<file path="src/rtl/riscv_pkg.sv">
// rtl/riscv_pkg.sv - shared load/store encodings, error codes and LSU state type
//
// Purpose: opcode/funct3 constants, LSU error codes, the lsu_state_t FSM
// encoding and two decode helpers used when an access is accepted.
// Ports: none (package).
package riscv_pkg;

  localparam logic [6:0] OP_LOAD  = 7'b0000011;
  localparam logic [6:0] OP_STORE = 7'b0100011;

  localparam logic [2:0] F3_B  = 3'd0;
  localparam logic [2:0] F3_H  = 3'd1;
  localparam logic [2:0] F3_W  = 3'd2;
  localparam logic [2:0] F3_BU = 3'd4;
  localparam logic [2:0] F3_HU = 3'd5;

  localparam logic [1:0] ERR_MISALIGN = 2'b01;
  localparam logic [1:0] ERR_TIMEOUT  = 2'b10;
  localparam logic [1:0] ERR_ILLEGAL  = 2'b11;

  typedef enum logic [1:0] {
    IDLE,
    ACCESS,
    RESP,
    ERR
  } lsu_state_t;

  // Stores only have SB/SH/SW; loads additionally have LBU/LHU.
  function automatic logic f3_illegal(input logic is_store, input logic [2:0] f3);
    if (is_store) return (f3 > F3_W);
    return (f3 == 3'd3) || (f3 > F3_HU);
  endfunction

  // Size lives in f3[1:0]; byte accesses can never be misaligned.
  function automatic logic misaligned(input logic [2:0] f3, input logic [1:0] off);
    case (f3[1:0])
      2'b01:   return off[0];
      2'b10:   return (off != 2'b00);
      default: return 1'b0;
    endcase
  endfunction

endpackage

</file>
<file path="src/rtl/lsu_align.sv">
// rtl/lsu_align.sv - store lane replication/strobes and load lane select/extension
//
// Purpose: purely combinational lane steering for a 32-bit data port.
// Ports:
//   funct3     in  3  access size / signedness
//   byte_off   in  2  addr[1:0] of the access
//   store_data in  32 raw store data (RS2)
//   load_word  in  32 word returned by memory
//   lane_data  out 32 store data replicated across lanes
//   lane_strb  out 4  byte enables for the store
//   load_data  out 32 selected and extended load result
module lsu_align
  import riscv_pkg::*;
(
  input  logic [2:0]  funct3,
  input  logic [1:0]  byte_off,
  input  logic [31:0] store_data,
  input  logic [31:0] load_word,
  output logic [31:0] lane_data,
  output logic [3:0]  lane_strb,
  output logic [31:0] load_data
);

  logic [31:0] shifted;

  always_comb begin
    lane_data = store_data;
    lane_strb = 4'b1111;
    case (funct3)
      F3_B: begin
        lane_data = {4{store_data[7:0]}};
        lane_strb = 4'b0001 << byte_off;
      end
      F3_H: begin
        lane_data = {2{store_data[15:0]}};
        lane_strb = byte_off[1] ? 4'b1100 : 4'b0011;
      end
      default: ;
    endcase
  end

  always_comb begin
    shifted   = load_word >> {byte_off, 3'b000};
    load_data = load_word;
    case (funct3)
      F3_B:    load_data = {{24{shifted[7]}}, shifted[7:0]};
      F3_H:    load_data = {{16{shifted[15]}}, shifted[15:0]};
      F3_BU:   load_data = {24'd0, shifted[7:0]};
      F3_HU:   load_data = {16'd0, shifted[15:0]};
      default: ;
    endcase
  end

endmodule

</file>
<file path="src/rtl/lsu_ctrl.sv">
// rtl/lsu_ctrl.sv - load/store unit: accept, check, req/ack memory access, writeback
//
// Purpose: FSM, capture registers and timeout counter for one LOAD/STORE at a time.
// Ports:
//   clk, rst                      clock, synchronous active-high reset
//   req_valid/req_ready           access handshake from the core (ready only in IDLE)
//   opcode, funct3, addr, wdata, rd   access description
//   mem_req/mem_ack               data-memory handshake
//   mem_we, mem_addr, mem_wdata, mem_wstrb, mem_rdata   data-memory payload
//   wb_valid, wb_rd, wb_data      load writeback
//   done                          success pulse for any access
//   err_valid, err_code           error pulse and sticky code
module lsu_ctrl
  import riscv_pkg::*;
#(
  parameter int WIDTH   = 32,
  parameter int TIMEOUT = 16
) (
  input  logic             clk,
  input  logic             rst,
  input  logic             req_valid,
  output logic             req_ready,
  input  logic [6:0]       opcode,
  input  logic [2:0]       funct3,
  input  logic [WIDTH-1:0] addr,
  input  logic [WIDTH-1:0] wdata,
  input  logic [4:0]       rd,
  output logic             mem_req,
  output logic             mem_we,
  output logic [WIDTH-1:0] mem_addr,
  output logic [WIDTH-1:0] mem_wdata,
  output logic [3:0]       mem_wstrb,
  input  logic [WIDTH-1:0] mem_rdata,
  input  logic             mem_ack,
  output logic             wb_valid,
  output logic [4:0]       wb_rd,
  output logic [WIDTH-1:0] wb_data,
  output logic             done,
  output logic             err_valid,
  output logic [1:0]       err_code
);

  localparam int CW = (TIMEOUT > 2) ? $clog2(TIMEOUT) : 1;
  localparam logic [CW-1:0] CNT_LAST = CW'(TIMEOUT - 2);

  lsu_state_t       state, state_next;
  logic [CW-1:0]    cnt;
  logic             store_q;
  logic [2:0]       f3_q;
  logic [WIDTH-1:0] addr_q;
  logic [WIDTH-1:0] wdata_q;
  logic [4:0]       rd_q;
  logic [WIDTH-1:0] wb_data_q;
  logic [1:0]       err_code_q;

  logic             accept, is_store, bad_f3, bad_align, timeout_hit;
  logic [31:0]      lane_data, load_data;
  logic [3:0]       lane_strb;

  assign is_store    = (opcode == OP_STORE);
  assign accept      = req_valid && (state == IDLE) && ((opcode == OP_LOAD) || is_store);
  assign bad_f3      = f3_illegal(is_store, funct3);
  assign bad_align   = misaligned(funct3, addr[1:0]);
  // Counter value CNT_LAST marks the last ACCESS cycle; an ack there still wins.
  assign timeout_hit = (state == ACCESS) && !mem_ack && (cnt == CNT_LAST);

  // Stores steer the captured request; loads extract from the live ack data so
  // the extended result can be registered straight into wb_data.
  lsu_align u_align (
    .funct3     (f3_q),
    .byte_off   (addr_q[1:0]),
    .store_data (wdata_q),
    .load_word  (mem_rdata),
    .lane_data  (lane_data),
    .lane_strb  (lane_strb),
    .load_data  (load_data)
  );

  always_ff @(posedge clk) begin
    if (rst) state <= IDLE;
    else     state <= state_next;
  end

  always_comb begin
    state_next = state;
    case (state)
      IDLE:    if (accept) state_next = (bad_f3 || bad_align) ? ERR : ACCESS;
      ACCESS:  if (mem_ack) state_next = RESP;
               else if (timeout_hit) state_next = ERR;
      RESP:    state_next = IDLE;
      ERR:     state_next = IDLE;
      default: state_next = IDLE;
    endcase
  end

  always_comb begin
    req_ready = (state == IDLE);
    mem_req   = (state == ACCESS);
    done      = (state == RESP);
    wb_valid  = (state == RESP) && !store_q;
    err_valid = (state == ERR);
  end

  always_ff @(posedge clk) begin
    if (rst) begin
      cnt        <= '0;
      store_q    <= 1'b0;
      f3_q       <= 3'd0;
      addr_q     <= '0;
      wdata_q    <= '0;
      rd_q       <= 5'd0;
      wb_data_q  <= '0;
      err_code_q <= 2'b00;
    end else begin
      // Held at zero outside ACCESS, so every entry starts a fresh count.
      if (state != ACCESS) cnt <= '0;
      else if (!mem_ack)   cnt <= cnt + CW'(1);

      if (accept) begin
        store_q <= is_store;
        f3_q    <= funct3;
        addr_q  <= addr;
        wdata_q <= wdata;
        rd_q    <= rd;
        if (bad_f3)         err_code_q <= ERR_ILLEGAL;
        else if (bad_align) err_code_q <= ERR_MISALIGN;
      end

      if (state == ACCESS && mem_ack) wb_data_q <= WIDTH'(load_data);
      if (timeout_hit)                err_code_q <= ERR_TIMEOUT;
    end
  end

  assign mem_we    = store_q;
  assign mem_addr  = {addr_q[WIDTH-1:2], 2'b00};
  assign mem_wdata = store_q ? WIDTH'(lane_data) : '0;
  assign mem_wstrb = store_q ? lane_strb : 4'b0000;
  assign wb_rd     = rd_q;
  assign wb_data   = wb_data_q;
  assign err_code  = err_code_q;

endmodule

</file>
<file path="config.mk">
export PLATFORM = sky130hd
export DESIGN_NAME = lsu_ctrl
export DESIGN_NICKNAME = d
export VERILOG_FILES = /design/src/rtl/riscv_pkg.sv /design/src/rtl/lsu_align.sv /design/src/rtl/lsu_ctrl.sv
export SDC_FILE = /design/constraint.sdc
export NUM_CORES = 1
export LEC_CHECK = 0
export CORE_UTILIZATION = 40
export DETAILED_ROUTE_END_ITERATION = 8
export PLACE_DENSITY = 0.88
export SYNTH_ARGS = -nofsm -noshare
export SYNTH_HDL_FRONTEND = slang
export SYNTH_HIERARCHICAL = 1
export SYNTH_SLANG_ARGS = --single-unit
</file>
<file path="constraint.sdc">
create_clock -name clk -period 1.95 [get_ports clk]
set_input_delay 0.39 -clock clk [delete_from_list [all_inputs] [get_ports clk]]
set_output_delay 0.39 -clock clk [all_outputs]
set_load 0.01 [all_outputs]
</file>
# Word level (Yosys, flattened, before mapping)
# Index checks and enable logic that the tools add are counted.
[totals]
reg_bits = 113
elab_cells = 72
mem_bits_rw = 0
out_inout_bits = 113
memories = 0
latch_bits = 0
rom_bits = 0
[op_classes]
shifts = 2
mux = 19
div_mod_pow = 0
multipliers = 0
n_reduce_logical = 23
n_addsub = 1
order_cmp = 2
bitwise = 0
eq_ne = 15
[ops]
columns = ["cell", "count"]
rows = [
  ["$pmux 32 s4", 1],
  ["$pmux 32 s2", 1],
  ["$mux 32", 1],
  ["$shr 32x5->16", 1],
  ["$mux 2", 8],
  ["$mux 4", 2],
  ["$pmux 4 s2", 1],
  ["$eq 7x2->1 const B", 1],
  ["$eq 7x6->1 const B", 1],
  ["$eq 2x2->1 const B", 3],
  ["$eq 3x3->1 const B", 2],
  ["$logic_and 1x1->1", 6],
  ["$pmux 2 s3", 1],
  ["$reduce_and 2->1", 3],
  ["$reduce_bool 2->1", 3],
  ["$reduce_or 2->1", 3],
  ["$add 4x1->4 const B", 1],
  ["$eq 2x1->1 const B", 2],
  ["$eq 4x4->1 const B", 1],
  ["$ne 2x1->1 const B", 2],
  ["$shl 1x2->4 const A", 1],
  ["$eq 3x1->1 const B", 1],
  ["$eq 3x2->1 const B", 1],
  ["$gt 3x2->1 const B", 1],
  ["other kinds (9)", 14],
]

# Logic depth before layout (Yosys ltp)
# Gate-level depths: netlist of the first run.
[depth]
ltp_word = 7
mapped_depth = 8
depth_no_buf = 6

# Cells and area by module
# The synthesis of the first run kept the hierarchy.
[by_module_without_submodules]
columns = ["mod", "instances", "cells_per_inst", "area_each_um2"]
rows = [
  ["lsu_ctrl", 1, 592, 4642.0],
  ["lsu_align", 1, 174, 1224.9],
]

# Least setup slack after synthesis of the first run
# OpenSTA, ideal clock, no wires.
[synth_timing]
kind = "reg2out"
from = "register f3_q[0]"
to = "output mem_wdata[10]"
t_required_ns = 1.560
setup_slack_ns = -0.099
path_stages_with_launch = 6
n_path_buf = 2
t_arrival_ns = 1.659
cell_sequence = "dfxtp_1 > clkbuf_1 > nor3_1 > clkbuf_1 > mux2_2 > and2_1"
[synth_via]
elab_chain_cells = 3
[synth_lines]
columns = ["element", "line_no", "source"]
rows = [
  ["start: declaration", "lsu_ctrl.sv:49", "logic [2:0] f3_q;"],
  ["start signal: assignment", "lsu_ctrl.sv:121", "f3_q <= funct3;"],
  ["$eq 3x1->1 / $logic_not 3->1 (equally long branches)", "lsu_align.sv:29", "case (funct3)"],
  ["$pmux 32 s2 *", "lsu_align.sv:29", ""],
  ["net lane_data[10]", "lsu_ctrl.sv:57", "logic [31:0] lane_data, load_data;"],
  ["$mux 32 *", "lsu_ctrl.sv:136", "assign mem_wdata = store_q ? WIDTH'(lane_data) : '0;"],
  ["end: declaration", "lsu_ctrl.sv:31", "output logic [WIDTH-1:0] mem_wdata,"],
]
# Mark *: on every way through the listed nets, which the timed path passes. The rest lies on a longest branch.

# Worst setup path after layout of the first run
[layout_timing]
from = "register f3_q[0]"
to = "output mem_wdata[8]"
# Same word-level chain as after synthesis.

==> results_dict.tcl, run 1 <==
set metrics [dict create \
    ioPinCount 228 \
    cp_slowest_cell "dfxtp_4" \
    remaining_drc_errors 0 \
    grt_max_degree 57 \
    synth_cell_types 44 \
    path_cells "nor3_4 -> buf_6 -> buf_6 -> mux2_4 -> and2_4 -> buf_6" \
    wl_per_cell_um 16.0 \
    finalHoldViolCount 0 \
    netlist_area_um2 5870 \
    num-fill-cells 1134 \
    syn_inst 766 \
    violations "setup timing" \
    root_buffer "clkbuf_16" \
    fin_skew_ns 0.00883 \
    seq_area_frac_synth 0.386 \
    first_pass_iters 5 \
    post_route_cells_drive_above_1_share 0.201 \
    cts_buffers 17 \
    clock_path_buffers 2 \
    synth_most_common_cell "nand2_1" \
    ys_ff_latch 113 \
    period_share 1.11 \
    final-setup-viol-count 41 \
    power_mw 5.55 \
    gp_congestion 0.891 \
    synth-async-reset-ratio 0 \
    avgSynthCellArea_um2 7.66 \
    antenna_found_initial 1 \
    portBuffers 225 \
    hpwl_mm 12.5 \
    worstSetupPathType "flop to output port" \
    dp_cells 1111 \
    clk_pin_slew_ns 0.05 \
    startpoint "f3_q[0]" \
    crit_top_cell "buf_6" \
    path_max_fanout 7 \
    insertion_delay_ns 0.41 \
    grt_use_total 0.241 \
    die-area_um2 15200 \
    worst_slack_ns -0.219 \
    cpLargestDelayFamily "buffers and inverters" \
    wl_met1_mm 7.65 \
    finalCriticalPeriod_ns 2.17 \
    ant_nets 0 \
    drt_iter0_drc 599 \
    r2r_slack_ns -0.04 \
    p_per_area_nw_per_um2 603 \
    num_rows 43 \
    routed.top_layer "met4" \
    path_depth 6 \
    fmax_mhz 461 \
    area_growth_pct 57.1 \
    first_global_vias 5782 \
    crit_required_ns 1.56 \
    synth_top_cell_by_area "dfxtp_1" \
    ir_worst_vdd_mv 0.490 \
    nNetsFinal 1097 \
    clock-sinks 113 \
    cts-htree-levels 4 \
    r2r_end "wb_data[25]" \
    timing.setup.tns_ns -4.50 \
    final_cells 1171 \
    cap_violations 0 \
    ctsHoldBuffers 0 \
    synth_edf_count 0 \
    grt_pass1_wl_mm 28.4 \
    overflow 0 \
    dieWidth_um 123 \
    die_h_um 123 \
    crit_path_end_kind "output port" \
    r2r-start "f3_q[0]" \
    synthFlopType "dfxtp_1" \
    rr_worst_depth 11 \
    ys_top_cells_by_area "dfxtp_1 (39%), nand2_1 (15%), a21oi_1 (10%), buf_4 (6.1%), mux2_2 (4.4%)" \
    grt_setup_unrepaired "yes" \
    startpoint_type "flop" \
    cp-endpoint "mem_wdata[8]" \
    synth_top_area_frac 0.386 \
    critPathArrivalTime_ns 1.78 \
    slew_viol_final 0 \
    vias_per_cell 5.15 \
    cp_num_buf_inv 3 \
    leakagePower_nw 3.51 \
    timing.hold.ws_ns 0.435 \
    wirelength_mm 18.8 \
    min_path_type "primary input to flop" \
    coreArea_um2 14100 \
    dr_total_vias 6031 \
    wl_met3_mm 1.36 \
    wl_met2_mm 9.23 \
    ys_top_cells_by_count "nand2_1 (231), a21oi_1 (117), dfxtp_1 (113)" \
    status "finished, violations left" \
    yosys_warnings 6 \
    critPathMaxStageDelay_ns 0.35 \
    start_util 0.416 \
    cts_tree "yes" \
]
worst min path at each step:
stage | slack [ns] | startpoint | depth (start not counted) | endpoint
after floorplan | 0.43 | wdata_q[16] | 2 | wdata_q[16]
final | 0.43 | rst | 2 | addr_q[2]
after CTS | 0.42 | rst | 2 | wb_rd[3]
after global placement | 0.44 | wdata_q[23] | 2 | wdata_q[23]
after detailed placement | 0.45 | wdata_q[16] | 2 | wdata_q[16]
after global routing | 0.44 | rst | 2 | wb_rd[2]
metrics by stage:
step,setup slack (ns),util,area [um^2]
after floorplan,0.0131,-,5870
after global placement,-0.171,0.577,8140
after detailed placement,-0.255,0.577,8140
after CTS,-0.212,0.635,8940
after global routing,-0.298,0.654,9220
final,-0.219,0.654,9220
cells in the final DEF (no fill, tap or decap), types with 3 or more instances in the layout:
cell	synthesis	final
dfxtp_1	113	106
clkbuf_1	34	5
dfxtp_2	0	3
inv_1	8	6
and2_4	0	14
mux2_2	23	12
o21ai_0	14	11
o2111ai_1	5	5
ha_1	5	5
clkdlybuf4s50_1	0	185
clkinv_2	0	6
buf_6	5	31
dlygate4sd2_1	0	11
clkbuf_8	0	4
nor3b_1	3	3
dfxtp_4	0	4
buf_12	0	13
a22oi_1	13	11
and2_1	38	24
buf_2	9	12
mux2i_1	14	11
buf_4	48	32
nand2b_1	7	7
nor2b_1	6	5
nand3_1	6	6
a31oi_1	4	4
nand2_1	231	231
mux2_4	0	11
nor2_4	1	4
a21oi_1	117	105
a21o_1	17	17
clkbuf_16	0	18
nor2_1	19	14
a21oi_2	0	12
final cells by class:
| type | count | area (um^2) | area share |
|---|---|---|---|
| Sequential cell | 113 | 2280 | 0.247 |
| Multi-Input combinational cell | 550 | 3220 | 0.349 |
| Tap cell | 180 | 225 | 0.0244 |
| Clock buffer | 26 | 499 | 0.0542 |
| Antenna cell | 1 | 2.50 | 0.000272 |
| Clock inverter | 6 | 30.0 | 0.00326 |
| Inverter | 8 | 32.5 | 0.00353 |
| Timing Repair Buffer | 287 | 2930 | 0.318 |
state kept, by name, indices dropped and copies added (netlist names):
name      flops
addr_q       32
wb_data      32
mem_we        1
wdata_q      32
cnt           4
wb_rd         5
state         2
err_code      2
f3_q          3
report_power, final:
| group | switching, mW | leakage [nW] | internal (mW) | total, mW |
|---|---|---|---|---|
| combinational | 0.182 | 2.33 | 0.296 | 0.478 |
| sequential | 0.00629 | 0.915 | 2.31 | 2.32 |
| clock | 1.01 | 0.268 | 1.74 | 2.76 |
layer usage:
metal	up-vias	GRT usage
li1	2926	-
met1	2826	0.294
met2	242	0.400
met3	37	0.0613
met4	0	0.107
met5	-	0
cell families (layout without fill, tap and decap cells):
kind of cell             Yosys count  count (layout)  share of synthesized area
multiplexers                      39              39                     0.0757
AO/OA/AOI/OAI                    179             179                      0.174
XOR/XNOR                           3               3                    0.00448
AND/OR/NAND/NOR                  322             322                      0.243
buffers and inverters            104             327                      0.106
adder cells (fa/ha/maj)            5               5                     0.0107
other                              1               3                   0.000639
flip-flops                       113             113                      0.386
repair_timing:
item	4_1_cts	5_1_grt
resized for setup	186	48
endpoints found under the setup margin	41	44
gates cloned	1	1
setup buffers	18	8
pin swaps	22	22
No activity file was read; power rests on OpenSTA's default activity.
==> run 2, diff against run 1 <==
--- a/config.mk
+++ b/config.mk
@@ -5,9 +5,11 @@
 export SDC_FILE = /design/constraint.sdc
 export NUM_CORES = 1
 export LEC_CHECK = 0
+export CORE_ASPECT_RATIO = 0.6
 export CORE_UTILIZATION = 40
 export DETAILED_ROUTE_END_ITERATION = 8
 export PLACE_DENSITY = 0.88
+export SKIP_LAST_GASP = 1
 export SYNTH_ARGS = -nofsm -noshare
 export SYNTH_HDL_FRONTEND = slang
 export SYNTH_HIERARCHICAL = 1
==> run 2 against run 1 <==
Effect of this change:
- non-clock buffer count increased by 5
- wire length increased by 9.9%
- total power increased by 6.2%
- critical path type unchanged
- setup slack got worse by 0.14 ns
- the flow still finishes with violations (setup timing)
==> results_dict.tcl, run 2 (synthesis results as in run 1) <==
set metrics [dict create \
    status "finished, violations left" \
    violations "setup timing" \
    slew_viol_final 0 \
    hpwl_mm 13.5 \
    worstSetupPathType "flop to output port" \
    critPathArrivalTime_ns 1.92 \
    path_cells "nor3_4 -> buf_6 -> buf_6 -> mux2_4 -> and2_4 -> buf_6" \
    num_rows 33 \
    period_share 1.18 \
    wl_met3_mm 2.05 \
    cts_tree "yes" \
    final-setup-viol-count 27 \
    rr_worst_depth 8 \
    grt_setup_unrepaired "yes" \
    p_per_area_nw_per_um2 630 \
    remaining_drc_errors 0 \
    dr_total_vias 6109 \
    wirelength_mm 20.6 \
    overflow 0 \
    fin_skew_ns 0.0158 \
    relSlewSlack 0.664 \
    start_util 0.419 \
    wl_met1_mm 8.93 \
    antenna_found_initial 0 \
    portBuffers 225 \
    routed.top_layer "met4" \
    cp_slowest_cell "dfxtp_4" \
    ant_nets 0 \
    timing.setup.tns_ns -4.77 \
    coreArea_um2 14000 \
    first_pass_iters 5 \
    r2r_end "wb_data[22]" \
    grt_pass1_wl_mm 30.3 \
    grt_max_degree 66 \
    dieWidth_um 158 \
    r2r_slack_ns 0.05 \
    drt_iter0_drc 559 \
    wl_met2_mm 9.44 \
    min_to "addr_q[15]" \
    leakagePower_nw 3.63 \
    crit_path_end_kind "output port" \
    cts_buffers 17 \
    wl_per_cell_um 17.4 \
    cp_num_buf_inv 3 \
    post_route_cells_drive_above_1_share 0.211 \
    clk_pin_slew_ns 0.06 \
    ioPinCount 228 \
    power_mw 5.90 \
    clock-sinks 113 \
    min_path_type "primary input to flop" \
    diodes 0 \
    path_max_fanout 4 \
    insertion_delay_ns 0.41 \
    gp_congestion 0.965 \
    min_path_cells 2 \
    nNetsFinal 1102 \
    die_h_um 95.8 \
    fmax_mhz 433 \
    vias_per_cell 5.15 \
    hold_start "rst" \
    finalCriticalPeriod_ns 2.31 \
    area_growth_pct 59.6 \
    cap_violations 0 \
    die-area_um2 15200 \
    place_ws_ns -0.252 \
    ir_worst_vdd_mv 0.529 \
    final_core_util 0.669 \
    grt_use_total 0.265 \
    first_global_vias 5819 \
    tightest_slew_ns 0.504 \
    cpLargestDelayFamily "simple AND/OR/NAND/NOR gates" \
    finalHoldViolCount 0 \
    critPathMaxStageDelay_ns 0.36 \
    r2r-start "addr_q[0]" \
    crit_required_ns 1.56 \
    layout_commonest_cell "nand2_1" \
    cts-htree-levels 4 \
    clock_path_buffers 2 \
    root_buffer "clkbuf_16" \
    worst_slack_ns -0.358 \
    final_cell_mix "nand2_1 (229), clkdlybuf4s50_1 (183), a21oi_1 (109), dfxtp_1 (104), buf_6 (41)" \
    timing.hold.ws_ns 0.392 \
    crit_top_cell "buf_6" \
    startpoint_type "flop" \
]
[run 2: changes by cell type in the layout (fill, tap and decap cells not counted), sizes merged]
| cell | delta |
|---|---|
| dlymetal6s2s | +5 |
| buf | +5 |
| clkdlybuf4s50 | -2 |
| bufinv | +2 |
| clkbuf | -5 |
| diode | -1 |
| clkinvlp | +2 |
| dlygate4sd2 | -3 |
[run 2: worst max-delay path by stage]
stage                         end  depth (start not counted)  slack [ns]           from
floorplan           mem_wdata[10]                          5        0.01        f3_q[0]
global placement      wb_data[25]                          8       -0.19  mem_rdata[23]
detailed placement    wb_data[29]                          8       -0.25  mem_rdata[31]
CTS                 mem_wdata[15]                          6       -0.34        f3_q[1]
global route         mem_wdata[9]                          6       -0.40        f3_q[2]
finish              mem_wdata[15]                          6       -0.36        f3_q[2]
[run 2: worst register-to-register path: stages (launching register included)]
cell and delay [ns]:
dfxtp_4 0.37, buf_6 0.14, mux2i_1 0.13, mux4_2 0.49, nor3_4 0.24, clkbuf_16 0.22, a21o_1 0.09, nand2_1 0.04
a21oi_1 0.12
[run 2: repair_timing]
item | 4_1_cts | 5_1_grt
hold buffers | 0 | 0
buffers inserted | 20 | 10
resized for setup | 184 | 69
pin swaps | 18 | 19
setup endpoints to repair | 42 | 50
gates cloned | 3 | 1
[run 2: final cells by class]
cell class / count / area (um^2)
well taps: 192 / 240
inverters: 8 / 30.0
clock buffers: 21 / 480
repair buffers: 292 / 3000
clock inverters: 10 / 109
fillers: 1132 / 4640
multi-input cells: 550 / 3210
flip-flops and latches: 113 / 2290
[run 2: stage by stage]
stage	instances	area, um^2
after floorplan	767	5870
after global placement	1126	8200
after detailed placement	1126	8200
after CTS	1179	9070
after global routing	1186	9360
final	1186	9360
[run 2: report_power, final]
| group | internal (mW) | total, mW | leakage (nW) | switching, mW |
|---|---|---|---|---|
| Clock | 2.00 | 3.08 | 0.290 | 1.08 |
| Sequential | 2.31 | 2.32 | 0.916 | 0.00643 |
| Combinational | 0.310 | 0.503 | 2.42 | 0.193 |
[run 2: metal layers]
metal | vias to the layer above | track usage
met5 | - | 0
met4 | 0 | 0.0513
met3 | 28 | 0.103
met2 | 295 | 0.427
met1 | 2845 | 0.336
li1 | 2941 | -
==> run 3, diff against run 2 <==
--- a/config.mk
+++ b/config.mk
@@ -6,11 +6,11 @@
 export NUM_CORES = 1
 export LEC_CHECK = 0
 export CORE_ASPECT_RATIO = 0.6
-export CORE_UTILIZATION = 40
+export CORE_MARGIN = 4
+export CORE_UTILIZATION = 45
 export DETAILED_ROUTE_END_ITERATION = 8
-export PLACE_DENSITY = 0.88
+export PLACE_DENSITY = 0.95
 export SKIP_LAST_GASP = 1
 export SYNTH_ARGS = -nofsm -noshare
 export SYNTH_HDL_FRONTEND = slang
-export SYNTH_HIERARCHICAL = 1
 export SYNTH_SLANG_ARGS = --single-unit
==> constraint.sdc (replaced) <==
create_clock -name clk -period 2.9 [get_ports clk]
set_input_delay 0.58 -clock clk [delete_from_list [all_inputs] [get_ports clk]]
set_output_delay 0.58 -clock clk [all_outputs]
set_load 0.01 [all_outputs]
==> run 3 against run 2 <==
Effect of this change:
- global-route usage is 1.7 points lower
- highest routed layer unchanged
- cell area decreased by 13%
- via count down 10%
- clock skew is 0.0066 ns lower
- die area decreased by 8.1%
- combinational power decreased by 49%
- area after synthesis is 7.5% lower
- non-clock buffer count fell by 51
- wire length decreased by 13%
- sequential power shrank 33%
- largest cell class unchanged
- the flow now finishes without violations
- critical endpoint is now mem_wdata[16]
- register-to-register slack better by 0.77 ns
- critical path depth decreased by 1
==> results_dict.tcl, run 3 <==
set metrics [dict create \
    finalHoldViolCount 0 \
    clock-sinks 113 \
    synth_cell_types 43 \
    root_buffer "clkbuf_16" \
    synth-async-reset-ratio 0 \
    first_global_vias 5131 \
    clock_path_buffers 2 \
    path_max_fanout 22 \
    avgSynthCellArea_um2 7.72 \
    tightest_slew_ns 0.571 \
    die-area_um2 13900 \
    met1_usage 0.331 \
    crit_path_end_kind "output port" \
    num_rows 30 \
    cts_buffers 17 \
    p_seq_frac 0.394 \
    ys_top_cells_by_area "dfxtp_1 (42%), nand2_1 (14%), a21oi_1 (8.6%), buf_4 (4.4%), mux2i_1 (3.1%)" \
    dr_total_vias 5485 \
    r2r_end "wb_data[22]" \
    timing.setup.tns_ns 0 \
    grt_use_met3 0.0886 \
    min_path_type "flop to flop" \
    die_h_um 93.1 \
    hpwl_mm 12.9 \
    cts-htree-levels 4 \
    overflow 0 \
    wirelength_mm 17.9 \
    power.switching_mw 0.887 \
    clkPwrFrac 0.541 \
    timing.hold.ws_ns 0.452 \
    drt_iter0_drc 337 \
    leakagePower_nw 2.77 \
    gp_congestion 0.843 \
    layout_commonest_cell "clkdlybuf4s50_1" \
    fin_skew_ns 0.00926 \
    nNetsFinal 995 \
    power.internal_mw 3.08 \
    area_growth_pct 50.2 \
    ys_ff_latch 113 \
    r2r_slack_ns 0.82 \
    ys_top_cells_by_count "nand2_1 (204), dfxtp_1 (113), a21oi_1 (93)" \
    synthFlopType "dfxtp_1" \
    fmax_mhz 364 \
    wl_per_cell_um 17.1 \
    grt_max_degree 72 \
    swShare 0.224 \
    remaining_drc_errors 0 \
    final-setup-viol-count 0 \
    status "finished, final reports clean" \
    p_per_area_nw_per_um2 487 \
    rr_worst_depth 6 \
    ir_worst_vdd_mv 0.418 \
    ctsHoldBuffers 0 \
    grt.busiest_layer "met2" \
    seq_area_frac_synth 0.417 \
    dieWidth_um 150 \
    insertion_delay_ns 0.40 \
    post_route_cells_drive_above_1_share 0.0631 \
    syn_inst 703 \
    final_cell_mix "clkdlybuf4s50_1 (224), nand2_1 (204), dfxtp_1 (112), a21oi_1 (93), nor2_1 (30)" \
    grt_setup_unrepaired "no" \
    clk_pin_slew_ns 0.06 \
    grt_pass1_wl_mm 27.4 \
    first_pass_iters 5 \
    crit_required_ns 2.32 \
    finalCriticalPeriod_ns 2.75 \
    synth_top_area_frac 0.417 \
    cap_violations 0 \
    synth_edf_count 0 \
    ant_nets 0 \
    grt_use_total 0.248 \
    critPathArrivalTime_ns 2.17 \
    slew_viol_final 0 \
    vias_per_cell 5.24 \
    period_share 0.947 \
    relSlewSlack 0.618 \
    netlist_area_um2 5430 \
    cts_tree "yes" \
    yosys_warnings 0 \
    startpoint_type "flop" \
    power_frac_comb 0.065 \
    synth_most_common_cell "nand2_1" \
    antenna_found_initial 0 \
    coreArea_um2 11500 \
    diodes 0 \
    min_path_cells 2 \
    portBuffers 225 \
    worstSetupPathType "flop to output port" \
    hold_start "addr_q[6]" \
    use_met2 0.374 \
    synth_top_cell_by_area "dfxtp_1" \
    r2r-start "addr_q[0]" \
    start_util 0.471 \
    num-fill-cells 877 \
    ioPinCount 228 \
    min_to "addr_q[6]" \
]
[run 3: cells by family after synthesis]
logic type,after synthesis,synth area share
other,1,0.000691
adder cells (fa/ha/maj),5,0.0115
buffers and inverters,96,0.0925
multiplexers,18,0.0355
flip-flops,113,0.417
AND/OR/NAND/NOR,277,0.215
AO/OA/AOI/OAI,190,0.223
XOR/XNOR,3,0.00484
[run 3: worst max-delay path: stages (launching register included)]
cell	delay (ns)
dfxtp_1	0.33
nor2_1	0.28
buf_4	0.32
nand2_1	0.08
a21boi_0	0.18
clkdlybuf4s50_1	0.58
[run 3: worst max path at each step]
stage / start / to / slack (ns)
after floorplan: f3_q[1] / mem_wdata[21] / 0.88
after global placement: mem_rdata[31] / wb_data[17] / 0.51
after detailed placement: mem_rdata[31] / wb_data[19] / 0.46
after CTS: f3_q[2] / mem_wdata[14] / 0.04
after global routing: f3_q[2] / mem_wdata[21] / 0.04
final: f3_q[2] / mem_wdata[16] / 0.15
[run 3: through the flow]
step | util | cells | instance area [um^2] | power (mW) | worst slack (ns)
2_1_floorplan | - | 704 | 5430 | 1.67 | 0.884
6_report | 0.707 | 1047 | 8150 | 3.97 | 0.155
4_1_cts | 0.707 | 1047 | 8150 | 3.99 | 0.0435
3_3_place_gp | 0.654 | 1016 | 7540 | 1.85 | 0.513
3_5_place_dp | 0.654 | 1016 | 7540 | 1.85 | 0.458
5_1_grt | 0.707 | 1047 | 8150 | 4.08 | 0.0396
[run 3: metal layers]
metal,part of all wire,vias to the layer above
li1,-,2687
met1,0.45,2528
met4,0.014,0
met3,0.099,20
met2,0.44,250
met5,0,-
[run 3: area by class of cell]
cell class | instances | area, um^2 | share of cell area
tap | 160 | 200 | 0.0246
multi-input combinational | 495 | 2670 | 0.328
sequential | 113 | 2260 | 0.278
clock inverter | 14 | 183 | 0.0224
inverter | 7 | 26.3 | 0.00322
timing repair buffer | 241 | 2380 | 0.292
clock buffer | 17 | 425 | 0.0522
[run 3: power by group through the flow]
stage	Sequential (mW)	Clock (mW)	Combinational, mW
after CTS	1.56	2.17	0.257
final	1.56	2.15	0.259
after detailed placement	1.60	0	0.255
after global routing	1.56	2.25	0.276
after floorplan	1.60	0	0.0698
after global placement	1.60	0	0.253
[run 3: what timing repair did]
action / CTS / global route
buffers inserted: 0 / 0
setup endpoints to repair: 0 / 7
gates resized for setup: 0 / 2
==> variant, RTL diff (config.mk and constraints of run 1) <==
Re-encode `lsu_state_t` (4 states) as Gray code, 2 bits wide.
--- a/src/rtl/riscv_pkg.sv
+++ b/src/rtl/riscv_pkg.sv
@@ -20,8 +20,8 @@
 
   typedef enum logic [1:0] {
-    IDLE,
-    ACCESS,
-    RESP,
-    ERR
+    IDLE   = 2'b00,
+    ACCESS = 2'b01,
+    RESP   = 2'b11,
+    ERR    = 2'b10
   } lsu_state_t;
 
Behaviour: no difference found for any inputs over 4 cycles, from zero or initial values and one cycle with rst high; so few cycles prove little.
==> variant against run 1 <==
  * The flow still finishes with violations (setup timing)
  * Sequential cell count is the same
  * Global-route usage rose by 0.24 points
  * Total power up 4.5%
  * Final area about the same
  * Largest power group unchanged
  * Wire length rose by 1.0%
  * Setup slack worse by 0.019 ns
  * Count of clock-buffer cells in the layout down 5
  * Area after synthesis decreased by 0.55%
==> variant: results (changes against run 1) <==
status: "finished, violations left"
violations: "setup timing"
numCtsBuffers: 17  # unchanged
grt.total_usage_pct: 24.3  # +0.24 points
antenna_cells: 0  # -1
routabilityCongestion: 0.919  # +3.2%
critPathMaxFanout: 3  # -4
synthTopCellsByArea: "dfxtp_1 39%, nand2_1 15%, a21oi_1 10%"
clk_latency_ns: 0.41  # about the same
power.leakage_nw: 3.57  # +1.5%
hold_path_class: "in -> reg"
grt_overflow: 0  # unchanged
grt_pass1_wl_mm: 28.3  # -0.49%
grt_antenna_before_repair: 0  # -1
slowest_stage: "dfxtp_4"
grtUsageMet1_pct: 28.1  # -1.3 points
drt_iter0_drc: 572  # -4.5%
synth_cell_types: 44  # unchanged
grt_pass1_vias: 5758  # -0.42%
ys_async_sr_fraction_pct: 0  # unchanged
ys_warn_count: 6  # unchanged
place_hpwl_mm: 12.4  # -1.1%
tightest_slew_ns: 0.527
numPortBuffers: 225  # unchanged
clockBufferDepth: 2  # unchanged
slowest_delay_ns: 0.36
wl_mm: 18.9  # +1.0%
grt_use_met3_pct: 7.16  # +1.0 points
ctsHoldBuffers: 0  # unchanged
viasPerCell: 5.23  # +1.6%
synth-main-ff-cell: "dfxtp_1"
ctsHtreeMaxLevel: 4  # unchanged
setup_viol: 27  # -34%
skew_ns: 0.00768  # -0.00115 ns
ys_seq_area_share_pct: 38.8  # +0.21 points
vdd_drop_max_v: 0.000430  # -12%
arrival_ns: 1.80  # +0.02 ns
pre_cts_slack_ns: -0.246  # +0.00876 ns
cts_root_buf: "clkbuf_16"
first_pass_iters: 5  # unchanged
final_nets: 1096  # -0.091%
hold_viol_final: 0  # unchanged
fillerInstances: 1109  # -2.2%
met2_usage_pct: 40.8  # +0.74 points
synth_top_cells_by_count: "232 x nand2_1, 121 x a21oi_1, 113 x dfxtp_1"
grt_max_degree: 63  # +11%
clkTransAtPathRegs_ns: 0.05  # about the same
drive_gt1_share_pct: 20.4  # +0.32 points
setup_slack_ns: -0.237  # -0.0186 ns
critical-path-top-delay-family: "buffers and inverters"
-- variant: layer usage --
layer,vias to the layer above,part of all wire [%]
met4,0,3.5
li1,2927,-
met3,65,7.4
met2,285,49
met1,2838,40
met5,-,0
-- variant: power breakdown --
part	switching [mW]	internal, mW
Clock	1.07	1.93
Sequential	0.00613	2.31
Combinational	0.184	0.302
-- variant: final timing paths --
kind	cells past startpoint	endpoint	slack, ns	from
worst max-delay path	6	mem_wdata[8]	-0.24	f3_q[2]$_SDFFE_PP0N_
worst min-delay path	2	addr_q[11]$_SDFFE_PP0N_	0.36	rst
worst max register to register	10	wb_data[22]$_SDFFE_PP0P_	-0.01	f3_q[0]$_SDFFE_PP0N_
worst min register to register	2	addr_q[13]$_SDFFE_PP0N_	0.45	addr_q[13]$_SDFFE_PP0N_
-- variant: through the flow --
stage	instance area [sq um]	setup TNS, ns	util, %	hold WS (ns)	instances
floorplan	5840	0	-	0.429	770
global route	9220	-5.64	65.7	0.361	1169
global placement	8130	-10.83	57.9	0.436	1117
detailed placement	8130	-13.96	57.9	0.443	1117
CTS	8960	-3.56	63.8	0.369	1167
finish	9220	-3.53	65.7	0.364	1169
-- variant: what timing repair did --
item | CTS | global route
endpoints found under the setup margin | 39 | 38
buffers inserted | 17 | 5
resized for setup | 194 | 63
cloned | 2 | 1
pin swaps | 19 | 12
-- variant: cell families (layout without fill, tap and decap cells) --
kind of cell,Yosys count,in the layout,share of synthesized area [%]
other,1,2,0.0643
multiplexers,39,39,7.61
adder cells (fa/ha/maj),5,5,1.07
XOR/XNOR,3,3,0.450
AND/OR/NAND/NOR,323,323,24.0
AO/OA/AOI/OAI,180,180,17.8
flip-flops,113,113,38.8
buffers and inverters,105,324,10.3
-- variant: layout make-up --
cell class	count	area, sq um	area share (%)
sequential	113	2280	24.7
multi-input combinational	552	3230	35.0
timing repair buffer	283	2870	31.2
clock inverter	11	113	1.22
clock buffer	21	460	4.99
inverter	9	36.3	0.393
tap	180	225	2.44
